**src/rtl/id_ex_stage.sv**
```systemverilog
`default_nettype none
// ============================================================================
//  Module      : id_ex_stage
//  Description : ID/EX pipeline register of the 5-stage MIPS32 core.
//                Registers the decoded control bundle, register-file read
//                data, immediate, PC+4 and register fields for EX. Detects
//                load-use hazards against the instruction in EX and inserts a
//                single bubble, honours branch flush and downstream hold, and
//                keeps a saturating count of load-use bubbles.
//  Ports       : clk/rst          - clock, synchronous active-high reset
//                id_*             - decode-stage instruction bundle
//                flush            - kill the decode instruction (taken branch)
//                ex_hold          - freeze this stage (downstream stall)
//                ex_*             - registered bundle presented to EX
//                stall_if_id      - combinational hold request for PC, IF/ID
//                bubble_cnt       - saturating load-use bubble counter
//  Revision    : 1.0 - initial release
// ============================================================================
module id_ex_stage #(
    parameter int DW   = 32,
    parameter int CNTW = 16
) (
    input  logic            clk,
    input  logic            rst,
    input  logic            id_valid,
    input  logic            id_RegDst,
    input  logic            id_Jump,
    input  logic            id_Branch,
    input  logic            id_Branchinv,
    input  logic            id_MemRead,
    input  logic            id_MemtoReg,
    input  logic            id_MemWrite,
    input  logic            id_ALUSrc,
    input  logic            id_RegWrite,
    input  logic [3:0]      id_ALUOp,
    input  logic [4:0]      id_rs,
    input  logic [4:0]      id_rt,
    input  logic [4:0]      id_rd,
    input  logic [DW-1:0]   id_rdata1,
    input  logic [DW-1:0]   id_rdata2,
    input  logic [DW-1:0]   id_imm,
    input  logic [DW-1:0]   id_pc4,
    input  logic            flush,
    input  logic            ex_hold,
    output logic            ex_valid,
    output logic            ex_RegDst,
    output logic            ex_Jump,
    output logic            ex_Branch,
    output logic            ex_Branchinv,
    output logic            ex_MemRead,
    output logic            ex_MemtoReg,
    output logic            ex_MemWrite,
    output logic            ex_ALUSrc,
    output logic            ex_RegWrite,
    output logic [3:0]      ex_ALUOp,
    output logic [4:0]      ex_rs,
    output logic [4:0]      ex_rt,
    output logic [4:0]      ex_rd,
    output logic [4:0]      ex_wreg,
    output logic [DW-1:0]   ex_rdata1,
    output logic [DW-1:0]   ex_rdata2,
    output logic [DW-1:0]   ex_imm,
    output logic [DW-1:0]   ex_pc4,
    output logic            stall_if_id,
    output logic [CNTW-1:0] bubble_cnt
);

    localparam logic [CNTW-1:0] c_cnt_one = {{(CNTW-1){1'b0}}, 1'b1};
    localparam logic [CNTW-1:0] c_cnt_max = {CNTW{1'b1}};

    // Control bundle packed MSB..LSB:
    // RegDst, Jump, Branch, Branchinv, MemRead, MemtoReg, MemWrite, ALUSrc, RegWrite
    localparam int c_memread_bit = 4;

    logic            valid_q,  valid_d;
    logic [8:0]      ctrl_q,   ctrl_d;
    logic [3:0]      aluop_q,  aluop_d;
    logic [4:0]      rs_q,     rs_d;
    logic [4:0]      rt_q,     rt_d;
    logic [4:0]      rd_q,     rd_d;
    logic [4:0]      wreg_q,   wreg_d;
    logic [DW-1:0]   rdata1_q, rdata1_d;
    logic [DW-1:0]   rdata2_q, rdata2_d;
    logic [DW-1:0]   imm_q,    imm_d;
    logic [DW-1:0]   pc4_q,    pc4_d;
    logic [CNTW-1:0] cnt_q,    cnt_d;

    logic       w_uses_rs;
    logic       w_uses_rt;
    logic       w_load_use;
    logic [8:0] w_id_ctrl;

    always_comb begin
        w_id_ctrl = {id_RegDst, id_Jump, id_Branch, id_Branchinv, id_MemRead,
                     id_MemtoReg, id_MemWrite, id_ALUSrc, id_RegWrite};

        // Which source registers the decode instruction actually reads.
        w_uses_rs = id_valid & ~id_Jump;
        w_uses_rt = id_valid & (id_RegDst | id_Branch | id_MemWrite);

        // $0 is hard-wired, so a load targeting it can never create a hazard.
        w_load_use = valid_q & ctrl_q[c_memread_bit] & (wreg_q != 5'd0) &
                     ((w_uses_rs & (id_rs == wreg_q)) |
                      (w_uses_rt & (id_rt == wreg_q)));

        stall_if_id = ~rst & (ex_hold | (w_load_use & ~flush));

        // Default: hold every register.
        valid_d  = valid_q;
        ctrl_d   = ctrl_q;
        aluop_d  = aluop_q;
        rs_d     = rs_q;
        rt_d     = rt_q;
        rd_d     = rd_q;
        wreg_d   = wreg_q;
        rdata1_d = rdata1_q;
        rdata2_d = rdata2_q;
        imm_d    = imm_q;
        pc4_d    = pc4_q;
        cnt_d    = cnt_q;

        if (!ex_hold) begin
            // Fields and data always load; a bubble is defined purely by
            // clearing valid and the control bundle.
            rs_d     = id_rs;
            rt_d     = id_rt;
            rd_d     = id_rd;
            wreg_d   = id_RegDst ? id_rd : id_rt;
            rdata1_d = id_rdata1;
            rdata2_d = id_rdata2;
            imm_d    = id_imm;
            pc4_d    = id_pc4;
            if (flush || w_load_use) begin
                valid_d = 1'b0;
                ctrl_d  = 9'd0;
                aluop_d = 4'd0;
            end else begin
                valid_d = id_valid;
                ctrl_d  = w_id_ctrl;
                aluop_d = id_ALUOp;
            end
            // Only genuine load-use bubbles are counted; flush wins.
            if (w_load_use && !flush && (cnt_q != c_cnt_max)) begin
                cnt_d = cnt_q + c_cnt_one;
            end
        end
    end

    always_ff @(posedge clk) begin
        if (rst) begin
            valid_q  <= 1'b0;
            ctrl_q   <= 9'd0;
            aluop_q  <= 4'd0;
            rs_q     <= 5'd0;
            rt_q     <= 5'd0;
            rd_q     <= 5'd0;
            wreg_q   <= 5'd0;
            rdata1_q <= '0;
            rdata2_q <= '0;
            imm_q    <= '0;
            pc4_q    <= '0;
            cnt_q    <= '0;
        end else begin
            valid_q  <= valid_d;
            ctrl_q   <= ctrl_d;
            aluop_q  <= aluop_d;
            rs_q     <= rs_d;
            rt_q     <= rt_d;
            rd_q     <= rd_d;
            wreg_q   <= wreg_d;
            rdata1_q <= rdata1_d;
            rdata2_q <= rdata2_d;
            imm_q    <= imm_d;
            pc4_q    <= pc4_d;
            cnt_q    <= cnt_d;
        end
    end

    assign ex_valid     = valid_q;
    assign ex_RegDst    = ctrl_q[8];
    assign ex_Jump      = ctrl_q[7];
    assign ex_Branch    = ctrl_q[6];
    assign ex_Branchinv = ctrl_q[5];
    assign ex_MemRead   = ctrl_q[4];
    assign ex_MemtoReg  = ctrl_q[3];
    assign ex_MemWrite  = ctrl_q[2];
    assign ex_ALUSrc    = ctrl_q[1];
    assign ex_RegWrite  = ctrl_q[0];
    assign ex_ALUOp     = aluop_q;
    assign ex_rs        = rs_q;
    assign ex_rt        = rt_q;
    assign ex_rd        = rd_q;
    assign ex_wreg      = wreg_q;
    assign ex_rdata1    = rdata1_q;
    assign ex_rdata2    = rdata2_q;
    assign ex_imm       = imm_q;
    assign ex_pc4       = pc4_q;
    assign bubble_cnt   = cnt_q;

endmodule
`default_nettype wire

```
**config.mk**
```make
export PLATFORM = sky130hd
export DESIGN_NAME = id_ex_stage
export DESIGN_NICKNAME = d
export VERILOG_FILES = /design/src/rtl/id_ex_stage.sv
export SDC_FILE = /design/constraint.sdc
export NUM_CORES = 1
export LEC_CHECK = 0
export ABC_AREA = 1
export CORE_AREA = 2 2 131 133
export CTS_CLUSTER_DIAMETER = 150
export DETAILED_ROUTE_END_ITERATION = 12
export DIE_AREA = 0 0 133 135
export DONT_BUFFER_PORTS = 1
export PLACE_DENSITY_LB_ADDON = 0.2
export SLEW_MARGIN = 30
export SYNTH_ARGS = -nofsm -noshare
export SYNTH_HDL_FRONTEND = slang
export SYNTH_SLANG_ARGS = --single-unit
```
**constraint.sdc**
```tcl
create_clock -name clk -period 1.77 [get_ports clk]
set_clock_uncertainty 0.15 [all_clocks]
set_input_delay 0.354 -clock clk [delete_from_list [all_inputs] [get_ports clk]]
set_output_delay 0.354 -clock clk [all_outputs]
set_load 0.02 [all_outputs]
```
==> results of run 1 <==
-- metrics by stage --
step	area [µm²]	setup slack, ns	setup TNS, ns	cells	hold slack [ns]
global placement	7190	0.0363	0	1119	0.276
floorplan	6780	0.00293	0	917	0.356
detailed placement	7190	-0.00413	-0.00413	1119	0.278
-- kinds of logic after synthesis --
family	count (synthesis)	share of synthesized area
buffers and inverters	92	0.0556
and+or+nand+nor	446	0.260
xor gates and xnor gates	10	0.0129
adders and majority gates	1	0.00185
DFF	178	0.526
AOI/OAI and AO/OA	190	0.144
==> metrics.md, run 1 <==
| Metric | Value |
|---|---|
| Run Error | [ERROR RSZ-0060] Max buffer count reached. |
| Cell Rows | 47 |
| Dominant synthesized flop cell | dfxtp_1 |
| Initial Util | 0.413 |
| Yosys top cell by area | dfxtp_1 |
| Clk sink count | 178 |
| IO Pins | 340 |
| Last flow stage reached | 4_1_cts |
| Post-synth top cells | nor2_1, dfxtp_1, o21ai_0 |
| CTS Buf Count | 17 |
| Most frequent cell after synthesis | nor2_1 |
| Sequential area share after synthesis | 0.526 |
| Dpl hpwl | 13500 µm |
| Async set or reset register ratio after synthesis | 0 |
| Post-CTS resize count | 5 |
| Status | did not finish |
| Area share of the largest cell type after synthesis | 0.526 |
| Syn Nets | 1079 |
| Synth top area cells | dfxtp_1, nor2_1, o21ai_0, nand2_1, clkbuf_1 |
| CTS root buffer | clkbuf_16 |
| Synth Register Bits | 178 |
| Routability Congestion | 0.777 |
| Post-synth EDFFs | 0 |
| Hold-fix buffers, CTS | 232 |
| H-tree levels | 4 |
| Die W | 133 µm |
| Yosys warnings | 0 |
| Syn Std Cell Area | 6770 µm² |
| Mapped Cells | 917 |
| Clock Tree Buf Depth | 2 |
| Mean Syn Cell Area | 7.39 µm² |
| Die Ht | 135 µm |
| Post-CTS Setup Repair Bufs | 2 |
| Post-synthesis cell type count | 24 |
| PortBufs | 0 |
==> run 2, diff against run 1 <==
Settings changed: CORE_AREA 2 2 131 133 to default, CORE_UTILIZATION from default to 35, CTS_CLUSTER_DIAMETER 150 to default, DIE_AREA 0 0 133 135 to default, PLACE_DENSITY_LB_ADDON 0.2 to 0.15.
Clock period 1.77 ns to 2.3 ns, I/O delays scaled along.
==> metrics.md, run 2 <==
| Metric | Value |
|---|---|
| Largest net degree at the start of global routing | 167 |
| Die Ht | 141 µm |
| GRT Overall Usage | 0.190 |
| Cell Rows | 50 |
| Slowest stage cell, crit path | dfxtp_2 |
| Reg area | 3570 µm² |
| Crit path launch | ex_wreg[1] |
| Worst Hold Depth | 2 |
| Fin. max-slew vios | 0 |
| Worst path cell trace | buf_6 -> nand2_2 -> nand2_1 -> nor2_1 -> nand3_1 -> nand2_2 -> nand3_2 -> a21oi_2 -> buf_6 |
| Post-synthesis cell type count | 24 |
| Via count | 5658 |
| Synth Register Bits | 178 |
| Async set or reset register ratio after synthesis | 0 |
| Vias per cell | 4.81 |
| Routability Congestion | 0.788 |
| Congestion Overflow GR | 0 |
| Fillers | 2004 |
| CTS tree | done |
| Slew Limit Headroom | 0.614 |
| Die W | 141 µm |
| Multi-input logic area | 2850 µm² |
| Clk sink count | 178 |
| RR Startpoint | ex_wreg[1] |
| DRT Pass-1 Iters | 4 |
| Pleak | 3.23 nW |
| CTS root buffer | clkbuf_16 |
| Initial drt markers | 329 |
| CP Class | register to output pin |
| Number of global-route vias before repair | 5292 |
| Placed Instances | 1142 |
| CP required | 1.69 ns |
| Share of cells above drive strength 1 | 0.0895 |
| IO Pins | 340 |
| Area share of the largest cell type after synthesis | 0.526 |
| RSZ-0062 raised after global routing | yes |
| First-pass GRT wire length | 29200 µm |
| Total of max-cap violations | 0 |
| CTS Buf Count | 17 |
| Hold/Removal Path Class | primary input to register |
| Syn Nets | 1079 |
| H-tree levels | 4 |
| Post-synth top cells | nor2_1, dfxtp_1, o21ai_0 |
| Synth top area cells | dfxtp_1, nor2_1, o21ai_0, nand2_1, clkbuf_1 |
| Yosys top cell by area | dfxtp_1 |
| Mean Syn Cell Area | 7.39 µm² |
| Initial Util | 0.360 |
| Fin crit share | 0.960 |
| Most common cell after layout, fill and taps aside | nor2_1 |
| Core region area | 18800 µm² |
| Initial antenna violation count | 1 |
| Fmax | 453 MHz |
| Post-DRT Antenna Nets | 0 |
| Min-delay src | id_pc4[27] |
| Setup violators final | 0 |
| Syn Std Cell Area | 6770 µm² |
| Clock Latency Late Sink | 0.41 ns |
| Worst-path fanout max | 3 |
| Fin crit period | 2.21 ns |
| Most frequent cell after synthesis | nor2_1 |
| Final Hold Fails | 0 |
| Largest stage delay on the critical path | 0.33 ns |
| Status | complete, no violations |
| Reg2Reg Setup Slack | 0.39 ns |
| Non-filler cells in the finished layout | 1177 |
| Detailed Route WL | 19400 µm |
| Most frequent cells in the layout | nor2_1, dfxtp_1, o21ai_0 |
| Nets | 1065 |
| Maximum vdd drop | 0.454 mV |
| PortBufs | 0 |
| Dominant synthesized flop cell | dfxtp_1 |
| Post-synth EDFFs | 0 |
| Nature of the critical path endpoint | output pin |
| Finished Cell Area | 7710 µm² |
| Dpl hpwl | 13400 µm |
| Worst r2r dst | bubble_cnt[3] |
| Yosys warnings | 0 |
| Hold Path Sink | ex_pc4[27] |
| Startpoint Class | register |
| Sequential area share after synthesis | 0.526 |
| Critical Path AT | 1.60 ns |
| Area grow syn2layout | 13.9% |
| Mapped Cells | 917 |
| Die footprint | 19900 µm² |
| Worst Tran Pin Value | 0.577 ns |
| Area after DPL | 7070 µm² |
| Pwr dens | 909 nW/µm² |
| Worst reg2reg path depth | 12 |
| Reg clk slew, reported paths | 0.07 ns |
| Clock Tree Buf Depth | 2 |
| DR WL/cell | 16.5 µm |
| DRC viols | 0 |
==> run 2: cell counts after synthesis <==
Identical to the previous run, type by type.
==> run 2: worst max path at each step <==
stage,to,slack [ns],cells past startpoint
after floorplan,stall_if_id,0.21,5
final,stall_if_id,0.09,9
after global placement,stall_if_id,0.38,9
after CTS,stall_if_id,0.004,9
after global routing,stall_if_id,-0.02,9
after detailed placement,stall_if_id,0.36,9
==> run 2: timing repair <==
item	4_1_cts	5_1_grt
hold buffers	1	0
buffers inserted	1	0
gates resized for setup	6	6
setup endpoints to repair	1	1
hold endpoints to repair	14	0
pin swaps	5	4
==> run 2: cells by family (layout without fill, tap and decap cells) <==
kind of cell               count (synthesis)  count (layout)  synth area share
and+or+nand+nor                          446             446             0.260
AOI/OAI and AO/OA                        190             190             0.144
DFF                                      178             178             0.526
buffers and inverters                     92              91            0.0556
xor gates and xnor gates                  10              10            0.0129
adders and majority gates                  1               1           0.00185
other                                      0               1                 0
==> run 2: stage by stage <==
stage	utilization	TNS, ns	hold slack, ns	power, mW	worst slack, ns
6_report	0.410	0	0.0401	7.01	0.0920
4_1_cts	0.408	0	0.0183	7.11	0.00350
5_1_grt	0.409	-0.0163	0.0252	7.31	-0.0163
3_5_place_dp	0.375	0	0.384	4.14	0.362
2_1_floorplan	-	0	0.395	4.03	0.210
3_3_place_gp	0.375	0	0.382	4.13	0.377
==> run 2: critical path: cells and delay by family, from the launching register on <==
| kind | cells | cell delay, ns |
|---|---|---|
| buffers and inverters | 2 | 0.26 |
| and+or+nand+nor | 6 | 0.47 |
| AOI/OAI and AO/OA | 1 | 0.14 |
| DFF | 1 | 0.33 |
==> run 2: layout make-up <==
type                            instances  share of cell area
Inverter                               33              0.0165
Clock inverter                         12              0.0190
Antenna cell                            1            0.000324
Sequential cell                       178               0.463
Timing Repair Buffer                   26              0.0320
Multi-Input combinational cell        647               0.369
Clock buffer                           20              0.0579
Tap cell                              260              0.0422
==> run 2: power by group <==
group          internal, mW  switching [mW]  total (mW)
Combinational         0.164           0.268       0.431
Clock                  1.66            1.27        2.93
Sequential             3.27           0.370        3.64
==> run 2: per-layer routing <==
layer | routed length (µm) | GRT usage | up-vias
met5 | 0 | 0 | -
met4 | 337 | 0.0652 | 0
met3 | 2100 | 0.0897 | 20
met2 | 9320 | 0.325 | 223
met1 | 7680 | 0.205 | 2519
li1 | - | - | 2896
(Power assumes the default switching activity.)
==> run 3, diff against run 2 <==
Settings changed: PLACE_DENSITY from default to 0.55, PLACE_DENSITY_LB_ADDON 0.15 to default.
==> metrics.md, run 3 (synthesized netlist as in run 2, its figures left out) <==
| Metric | Value |
|---|---|
| Fillers | 2013 |
| Final hold slack | 0.0301 ns |
| Die Ht | 141 µm |
| Die footprint | 19900 µm² |
| Routability Congestion | 0.789 |
| Pre-CTS setup slack | 0.287 ns |
| Comb pwr share | 0.062 |
| Maximum vdd drop | 0.488 mV |
| Fin crit share | 0.983 |
| Clock Latency Late Sink | 0.43 ns |
| Total of max-cap violations | 0 |
| Largest net degree at the start of global routing | 167 |
| Die W | 141 µm |
| Status | complete, no violations |
| Via count | 5689 |
| Share of cells above drive strength 1 | 0.0885 |
| Slew Limit Headroom | 0.622 |
| Most frequent cells in the layout | nor2_1, dfxtp_1, o21ai_0 |
| Fmax | 442 MHz |
| Layout Utilization | 0.408 |
| Pwr dens | 893 nW/µm² |
| CTS tree | done |
| RR Startpoint | ex_wreg[2] |
| DR WL/cell | 16.1 µm |
| Initial drt markers | 319 |
| Pleak | 3.22 nW |
| First-pass GRT wire length | 28400 µm |
| Post-DRT Antenna Nets | 0 |
| Hold Path Sink | ex_imm[8] |
| Setup violators final | 0 |
| RSZ-0062 raised after global routing | yes |
| Nets | 1064 |
| Clk network pwr share | 0.407 |
| IO Pins | 340 |
| Cell Rows | 50 |
| CTS Buf Count | 17 |
| Worst r2r dst | bubble_cnt[1] |
| Initial Util | 0.360 |
| CP Class | register to output pin |
| Initial antenna violation count | 2 |
| Internal | 4.87 mW |
| Sequential share of power | 0.531 |
| Worst Tran Pin Value | 0.565 ns |
| Hold/Removal Path Class | primary input to register |
| PortBufs | 0 |
| Worst-path fanout max | 3 |
| Fin. max-slew vios | 0 |
| Final worst slack | 0.0384 ns |
| Net load switching power | 1.99 mW |
| Min-delay src | id_imm[8] |
| Reg clk slew, reported paths | 0.08 ns |
| CTS root buffer | clkbuf_16 |
| Dpl hpwl | 13000 µm |
| Post-layout power | 6.86 mW |
| Number of global-route vias before repair | 5210 |
| Nature of the critical path endpoint | output pin |
| DRT Pass-1 Iters | 7 |
| H-tree levels | 4 |
| Worst reg2reg path depth | 13 |
| Congestion Overflow GR | 0 |
| Clk sink count | 178 |
| DRC viols | 0 |
| Startpoint Class | register |
| Vias per cell | 4.83 |
| Area grow syn2layout | 13.4% |
| Worst Hold Depth | 2 |
| Most common cell after layout, fill and taps aside | nor2_1 |
| Fin crit period | 2.26 ns |
| Final Hold Fails | 0 |
| Critical Path AT | 1.65 ns |
| CP required | 1.69 ns |
| Detailed Route WL | 18900 µm |
| GRT Overall Usage | 0.184 |
| Reg2Reg Setup Slack | 0.31 ns |
| Switch share | 0.290 |
| Setup tns final | 0 ns |
| Clock Tree Buf Depth | 2 |
| Core region area | 18800 µm² |
run 3: cell types whose count changed in the layout (fill, tap and decap cells not counted), sizes merged:
| cell | previous run | this run |
|---|---|---|
| inv | 37 | 41 |
| clkbuf | 20 | 17 |
| buf | 25 | 23 |
| bufinv | 2 | 0 |
| clkinv | 3 | 5 |
| clkinvlp | 3 | 2 |
| diode | 1 | 2 |
| dlygate4sd3 | 1 | 2 |
run 3: area by class of cell:
type | count | area, µm² | area share
tap | 260 | 325 | 0.0423
timing repair buffer | 25 | 238 | 0.0309
clock inverter | 15 | 139 | 0.0181
antenna | 2 | 5.00 | 0.000651
sequential | 178 | 3570 | 0.465
inverter | 33 | 131 | 0.0171
clock buffer | 17 | 425 | 0.0554
multi-input combinational | 647 | 2840 | 0.370
run 3: worst max-delay path by stage:
stage,startpoint,end,slack [ns]
after floorplan,ex_hold,stall_if_id,0.21
after global placement,ex_wreg[1],stall_if_id,0.32
after detailed placement,ex_wreg[1],stall_if_id,0.29
after CTS,ex_wreg[3],stall_if_id,0.007
after global routing,ex_wreg[2],stall_if_id,-0.09
final,ex_wreg[2],stall_if_id,0.04
run 3: power by group through the flow:
stage	Clock (mW)	Sequential, mW	Combinational (mW)
after global placement	0	3.72	0.410
after global routing	3.01	3.67	0.496
after detailed placement	0	3.72	0.418
after CTS	2.88	3.65	0.429
after floorplan	0	3.67	0.362
final	2.79	3.64	0.425
run 3: timing repair:
action                                 in CTS  in global routing
setup endpoints to repair                   1                  1
resized for setup                           6                  7
buffers inserted                            2                  1
pin swaps                                   2                  7
hold buffers                                1                  1
endpoints found under the hold margin      14                  1
run 3: layer usage:
metal | global-route usage | wire [µm] | part of all wire | up-vias
met1 | 0.203 | 7460 | 0.39 | 2527
met4 | 0.0709 | 431 | 0.023 | 0
met2 | 0.306 | 9040 | 0.48 | 235
met5 | 0 | 0 | 0 | -
li1 | - | - | - | 2901
met3 | 0.0883 | 2000 | 0.11 | 26
run 3: metrics by stage:
step | instance area [µm²] | cells
2_1_floorplan | 6770 | 917
3_3_place_gp | 7040 | 1138
3_5_place_dp | 7040 | 1138
4_1_cts | 7640 | 1173
5_1_grt | 7680 | 1175
6_report | 7680 | 1177
run 3: critical path, stage by stage (launching register included):
cell	delay (ns)
dfxtp_2	0.33
buf_6	0.13
nand2_1	0.06
nand2_1	0.05
nor2_1	0.09
nand3_1	0.09
nand2_2	0.10
nand3_2	0.08
a21oi_2	0.16
buf_6	0.13
==> run 4, diff against run 3 <==
Settings changed: CORE_ASPECT_RATIO from default to 1.1.
==> metrics.md, run 4 (synthesized netlist as in run 2, its figures left out) <==
| Metric | Value |
|---|---|
| Status | complete, no violations |
| Initial Util | 0.356 |
| Slowest stage cell, crit path | dfxtp_2 |
| Crit path depth | 9 |
| Worst Tran Pin Value | 0.587 ns |
| Fin. max-slew vios | 0 |
| Clk sink count | 178 |
| Most frequent cells in the layout | nor2_1, dfxtp_1, o21ai_0 |
| CP required | 1.69 ns |
| Area grow syn2layout | 13.8% |
| Net load switching power | 1.99 mW |
| Initial drt markers | 309 |
| Reg area | 3580 µm² |
| Slew Limit Headroom | 0.607 |
| Internal | 4.91 mW |
| GRT Overall Usage | 0.184 |
| Die Ht | 148 µm |
| Worst path top cell family by delay | simple AND/OR/NAND/NOR gates |
| Total of max-cap violations | 0 |
| Maximum vdd drop | 0.482 mV |
| Number of global-route vias before repair | 5308 |
| CP dominant cell by count | nand2_2 |
| Vias per cell | 4.82 |
| Fin crit share | 0.968 |
| First-pass GRT wire length | 28600 µm |
| Initial antenna violation count | 3 |
| Comb pwr share | 0.063 |
| Dpl hpwl | 12800 µm |
| Clock Latency Late Sink | 0.41 ns |
| Clock Tree Buf Depth | 2 |
| Share of cells above drive strength 1 | 0.0998 |
| H-tree levels | 4 |
| Clk network pwr share | 0.410 |
| Reg clk slew, reported paths | 0.08 ns |
| Pleak | 3.23 nW |
| Worst reg2reg path depth | 13 |
| CTS Buf Count | 17 |
| RSZ-0062 raised after global routing | yes |
| DRC viols | 0 |
| Final hold slack | 0.0359 ns |
| CP Class | register to output pin |
| Fillers | 1990 |
| IO Pins | 340 |
| Worst path cell trace | buf_6 -> nand2_2 -> nand2_2 -> nor2_1 -> nand3_1 -> nand2_2 -> nand3_2 -> a21oi_2 -> buf_6 |
| WP buf/inv | 2 |
| Switch share | 0.288 |
| Die W | 135 µm |
| Non-filler cells in the finished layout | 1162 |
| Critical Path AT | 1.62 ns |
| Via count | 5606 |
| Final Hold Fails | 0 |
| Post-DRT Antenna Nets | 0 |
| Fmax | 449 MHz |
| DR WL/cell | 16.1 µm |
| DRT Pass-1 Iters | 4 |
| Nets | 1061 |
| Startpoint Class | register |
| Setup violators final | 0 |
| Pwr dens | 895 nW/µm² |
| Nature of the critical path endpoint | output pin |
| Detailed Route WL | 18700 µm |
| Sequential share of power | 0.527 |
| Hold/Removal Path Class | primary input to register |
| CTS root buffer | clkbuf_16 |
| Multi-input logic area | 2880 µm² |
| Largest net degree at the start of global routing | 167 |
| Routability Congestion | 0.773 |
| Worst Hold Depth | 2 |
| PortBufs | 0 |
| Worst-path fanout max | 3 |
| Congestion Overflow GR | 0 |
| Fin crit period | 2.23 ns |
| Die footprint | 19900 µm² |
| Placed Instances | 1124 |
| CTS tree | done |
| Most common cell after layout, fill and taps aside | nor2_1 |
| Core region area | 19000 µm² |
| Cell Rows | 53 |
| Largest stage delay on the critical path | 0.34 ns |
run 4: layer usage:
metal	vias to the layer above	track usage	share of wire
li1	2878	-	-
met1	2474	0.200	0.39
met2	233	0.312	0.48
met3	21	0.0837	0.11
met4	0	0.0646	0.018
met5	-	0	0
run 4: final cells by class:
cell class,instances,share of cell area
flip-flops and latches,178,0.465
multi-input cells,647,0.373
clock buffers,18,0.0570
well taps,247,0.0401
repair buffers,22,0.0286
clock inverters,14,0.0182
inverters,33,0.0174
diodes,3,0.000974
run 4: path summary, 6_finish.rpt:
kind | slack (ns) | to | start
worst min-delay path | 0.04 | ex_imm[5] | id_imm[5]
worst max register to register | 0.32 | bubble_cnt[14] | ex_wreg[3]
worst max-delay path | 0.07 | stall_if_id | ex_wreg[3]
worst min register to register | 0.39 | ex_valid | ex_valid
run 4: power by group through the flow:
stage | clock network [mW] | logic [mW] | registers (mW)
after CTS | 2.93 | 0.425 | 3.64
after global routing | 3.06 | 0.506 | 3.66
after global placement | 0 | 0.406 | 3.71
final | 2.83 | 0.433 | 3.64
after detailed placement | 0 | 0.415 | 3.71
after floorplan | 0 | 0.362 | 3.67
run 4: per-stage QoR:
stage	TNS [ns]	worst slack, ns	power [mW]	cell area (µm²)	util
2_1_floorplan	0	0.210	4.03	6770	-
3_3_place_gp	0	0.320	4.12	7020	0.369
3_5_place_dp	0	0.274	4.13	7020	0.369
4_1_cts	0	0.00672	7.00	7640	0.401
5_1_grt	-0.0363	-0.0363	7.23	7700	0.405
6_report	0	0.0734	6.90	7710	0.405
run 4: repair_timing:
action,4_1_cts,5_1_grt
pin swaps,2,15
setup buffers,1,1
resized for setup,10,20
setup endpoints to repair,1,1
hold endpoints to repair,14,0
hold buffers,1,0
